--- config.mk ---
export PLATFORM = sky130hd
export DESIGN_NAME = qcodec_frame_sched
export DESIGN_NICKNAME = d
export VERILOG_FILES = /design/src/rtl/qcodec_frame_sched.sv
export SDC_FILE = /design/constraint.sdc
export NUM_CORES = 1
export LEC_CHECK = 0
export CORE_MARGIN = 3
export CORE_UTILIZATION = 55
export DETAILED_ROUTE_END_ITERATION = 16
export PLACE_DENSITY = 0.94
export SLEW_MARGIN = 40
export SYNTH_ARGS = -nofsm -noshare
export SYNTH_HDL_FRONTEND = slang
export SYNTH_SLANG_ARGS = --single-unit
export TNS_END_PERCENT = 100
--- constraint.sdc ---
create_clock -name clk -period 6.5 [get_ports clk]
set_clock_uncertainty 0.1 [all_clocks]
set_input_delay 0.65 -clock clk [delete_from_list [all_inputs] [get_ports clk]]
set_output_delay 0.65 -clock clk [all_outputs]
set_load 0.1 [all_outputs]
--- src/rtl/qcodec_frame_sched.sv ---
// Frame scheduler: walks one frame in raster order under valid/ready,
// then requests an end-of-stream flush from the pixel core.
//
// state | meaning
// IDLE  | waiting for start; dims and position are don't-care
// ISSUE | presenting pixel beats (px_valid=1)
// FLUSH | frame fully issued; flush_req held until flush_ack
module qcodec_frame_sched #(
  parameter int DIM_W = 16,
  parameter int IDX_W = 2 * DIM_W
) (
  input  logic             clk,
  input  logic             rst,
  input  logic             start,
  input  logic             abort,
  input  logic [DIM_W-1:0] cfg_width,
  input  logic [DIM_W-1:0] cfg_height,
  output logic             busy,
  output logic             done,
  output logic             err_cfg,
  output logic             px_valid,
  input  logic             px_ready,
  output logic [DIM_W-1:0] px_x,
  output logic [DIM_W-1:0] px_y,
  output logic [IDX_W-1:0] px_idx,
  output logic             px_first,
  output logic             px_last,
  output logic             flush_req,
  input  logic             flush_ack
);

  typedef enum logic [1:0] {
    IDLE  = 2'd0,
    ISSUE = 2'd1,
    FLUSH = 2'd2
  } state_t;

  state_t           state_q, state_d;
  logic [DIM_W-1:0] x_q, x_d;
  logic [DIM_W-1:0] y_q, y_d;
  logic [IDX_W-1:0] idx_q, idx_d;
  logic [DIM_W-1:0] w_q, w_d;
  logic [DIM_W-1:0] h_q, h_d;
  logic             done_q, done_d;
  logic             err_cfg_q, err_cfg_d;

  logic             in_issue;
  logic             hs;
  logic             at_last_x;
  logic             at_last_y;

  assign in_issue  = (state_q == ISSUE);
  assign hs        = in_issue && px_ready;
  assign at_last_x = (x_q == (w_q - DIM_W'(1)));
  assign at_last_y = (y_q == (h_q - DIM_W'(1)));

  always_comb begin
    state_d   = state_q;
    x_d       = x_q;
    y_d       = y_q;
    idx_d     = idx_q;
    w_d       = w_q;
    h_d       = h_q;
    done_d    = 1'b0;
    err_cfg_d = 1'b0;

    if (abort) begin
      state_d = IDLE;
      x_d     = '0;
      y_d     = '0;
      idx_d   = '0;
    end else begin
      unique case (state_q)
        IDLE: begin
          if (start) begin
            if ((cfg_width != '0) && (cfg_height != '0)) begin
              state_d = ISSUE;
              w_d     = cfg_width;
              h_d     = cfg_height;
              x_d     = '0;
              y_d     = '0;
              idx_d   = '0;
            end else begin
              err_cfg_d = 1'b1;
            end
          end
        end
        ISSUE: begin
          if (hs) begin
            if (at_last_x && at_last_y) begin
              // position cleared so IDLE/FLUSH present zeros on the bus
              state_d = FLUSH;
              x_d     = '0;
              y_d     = '0;
              idx_d   = '0;
            end else begin
              idx_d = idx_q + IDX_W'(1);
              if (at_last_x) begin
                x_d = '0;
                y_d = y_q + DIM_W'(1);
              end else begin
                x_d = x_q + DIM_W'(1);
              end
            end
          end
        end
        FLUSH: begin
          if (flush_ack) begin
            state_d = IDLE;
            done_d  = 1'b1;
          end
        end
        default: state_d = IDLE;
      endcase
    end
  end

  always_ff @(posedge clk) begin
    if (rst) begin
      state_q   <= IDLE;
      x_q       <= '0;
      y_q       <= '0;
      idx_q     <= '0;
      w_q       <= '0;
      h_q       <= '0;
      done_q    <= 1'b0;
      err_cfg_q <= 1'b0;
    end else begin
      state_q   <= state_d;
      x_q       <= x_d;
      y_q       <= y_d;
      idx_q     <= idx_d;
      w_q       <= w_d;
      h_q       <= h_d;
      done_q    <= done_d;
      err_cfg_q <= err_cfg_d;
    end
  end

  assign busy      = (state_q != IDLE);
  assign done      = done_q;
  assign err_cfg   = err_cfg_q;
  assign px_valid  = in_issue;
  assign flush_req = (state_q == FLUSH);
  assign px_x      = x_q;
  assign px_y      = y_q;
  assign px_idx    = idx_q;
  // first/last only meaningful on a live beat; zero otherwise
  assign px_first  = in_issue && (x_q == '0) && (y_q == '0);
  assign px_last   = in_issue && at_last_x && at_last_y;

endmodule

==> reports/qor.txt <==
status: complete, no violations
post_cts resized: 0
PnR Total Power: 1.274 mW
Detailed Route Iter0 Violations: 331
synth unique cells: 59
most frequent cells in the layout: nand2_1, dfxtp_1, nor2_1, buf_2, a21oi_1
Antenna Nets Post-Route: 0
YS warnings: 0
hold-fix buffer count after cts: 0
Reg2Reg Launch Point: h_q[0]
clock latency on the worst-skew pair: 0.37 ns
RSZ-0062 raised after global routing: false
GRT met1 Usage: 0.3404
top_reg_cell synth: dfxtp_1
register bit total from synthesis: 100
CTS sink count: 100
routing usage on met2: 0.4223
dpl hpwl: 10850 microns
initial core utilization: 0.5709
Worst Max-Slew Pin Slew: 0.8236 ns
grt total ovfl: 0
Cell Count, Final, Fillers Out: 962
die width: 107.2 microns
share of layout cells above drive strength 1: 0.1279
GR peak layer: met2
diodes inserted: 0
Die H: 107.2 microns
CTS max path bufs: 2
max cap viols: 0
Routed Wire Length: 14540 microns
vias in the first global route: 5073
TritonCTS clock tree: done
antenna violations before repair: 0
crit path launch: h_q[0]
synthesized area per cell: 7.621 sq um
Tcrit/Tclk final: 0.6574
Final setup viols: 0
post-synth top area share: 0.3555
relative slew slack: 0.4458
Syn Nets: 784
GRT Util Overall: 0.2565
f_max: 234.0 MHz
H-tree depth: 3
Mapped Area: 0.005632 sq mm
CTS root buf: clkbuf_8
Worst VDD drop: 0.1321 mV
CP required: 5.75 ns
die area: 0.01149 sq mm
Hold Path Origin: h_q[15]
Post-Syn Instances: 739
Hold Crit Class: register to register
sequential area share after synthesis: 0.3555
routed length per instance: 15.12 microns
Setup TNS: 0 ns
CP Class: register to primary output
asr flop ratio synth: 0
Synth area leaders: dfxtp_1, xnor2_1, nand2_1
data arrival time of the worst path: 3.52 ns
Port Buffers: 108
largest net degree at the start of global routing: 35
fin crit period: 4.273 ns
synthesis-to-layout area growth: 17.88%
core area: 0.009864 sq mm
final hold violations: 0
dpl cells: 946
met3 GRT Util: 0.05358
max-slew violation count: 0
CTS Buf Count: 9
largest area contributor in the netlist: dfxtp_1
P_leak: 2.459 nW
critical-path maximum fanout: 8
Pwr Density: 191.9 mW/mm^2
drt pass-1 iters: 5
number of enable flip-flop cells after synthesis: 0
CP Launch Type: register
most common cell after layout, fill and taps aside: nand2_1
layout net count: 869
# IOs: 109
Post-CTS Setup Repair Bufs: 0
site row count: 36
DRC viols: 0
clk slew on worst S/H paths: 0.11 ns
first-pass GRT wire length: 24220 microns
Via-to-Cell Ratio: 5.781
Final GP Congestion: 0.9668
total number of vias: 5561
CP Capture Type: primary output
-- state kept, by name (all words and copies together), names as in the netlist --
| register | cells |
|---|---|
| px_x | 16 |
| err_cfg | 1 |
| px_idx | 32 |
| px_y | 16 |
| h_q | 16 |
| state_q | 2 |
| done | 1 |
| w_q | 16 |
-- layout make-up --
class | count | area (sq um)
inverter | 25 | 93.84
timing repair buffer | 112 | 762.0
multi-input combinational | 576 | 3392
clock buffer | 9 | 123.9
clock inverter | 7 | 98.84
sequential | 100 | 2002
tap | 133 | 166.4
fill | 848 | 3226
-- cells by family (layout without fill, tap and decap cells) --
logic type / count (synthesis) / in the layout / share of synthesized area
AND/OR/NAND/NOR: 366 / 366 / 0.3266
AO/OA/AOI/OAI: 127 / 127 / 0.1366
flip-flops: 100 / 100 / 0.3555
XOR/XNOR: 75 / 75 / 0.1166
buffers and inverters: 63 / 153 / 0.04732
adder cells (fa/ha/maj): 7 / 7 / 0.01555
multiplexers: 1 / 1 / 0.001777
-- synth_stat cells, drive strengths merged (4+ instances only) --
library cell,n
and3,17
ha,7
or4,7
xor2,24
nor2b,8
o21ai,27
clkbuf,28
nand3,30
nor4b,4
nand2,101
o211ai,5
or2,5
buf,10
dfxtp,100
nor3,28
nor4,20
nand4,18
or3,23
inv,24
nand2b,9
and4,4
nor2,82
xnor2,51
a21oi,62
-- routing by layer --
| layer | routed length [microns] | up-vias | share of wire |
|---|---|---|---|
| li1 | - | 2750 | - |
| met1 | 6274 | 2609 | 0.43 |
| met2 | 7044 | 184 | 0.48 |
| met3 | 1025 | 18 | 0.070 |
| met4 | 197 | 0 | 0.014 |
| met5 | 0 | - | 0 |
-- stage by stage --
stage	hold WS [ns]	setup slack, ns	util	area [sq um]
2_1_floorplan	0.3481	1.412	-	5632
3_3_place_gp	0.3563	2.014	0.6828	6735
3_5_place_dp	0.3619	2.497	0.6504	6416
4_1_cts	0.3766	2.193	0.6730	6639
5_1_grt	0.4025	1.981	0.6730	6639
6_report	0.3735	2.227	0.6730	6639
-- critical path: stages (launching register included) --
cell       delay (ns)
dfxtp_1          0.37
inv_1            0.07
ha_1             0.23
or4b_1           0.63
a2111oi_0        0.42
a31oi_1          0.07
o32a_1           0.33
a21oi_1          0.18
nand3_1          0.13
nor3_1           0.25
buf_2            0.47
-- worst paths after layout --
path	to	slack, ns	cells after the start
setup reg to reg	px_idx[10]	2.59	12
hold reg to reg	h_q[15]	0.37	2
setup / recovery	px_last	2.23	10
hold / removal	h_q[15]	0.37	2
-- power breakdown --
part	leakage, nW	switching [mW]	internal [mW]
sequential	0.809	0.0159	0.622
combinational	1.54	0.118	0.0841
clock	0.107	0.245	0.189
total	2.46	0.379	0.895
(Power assumes the default switching activity.)
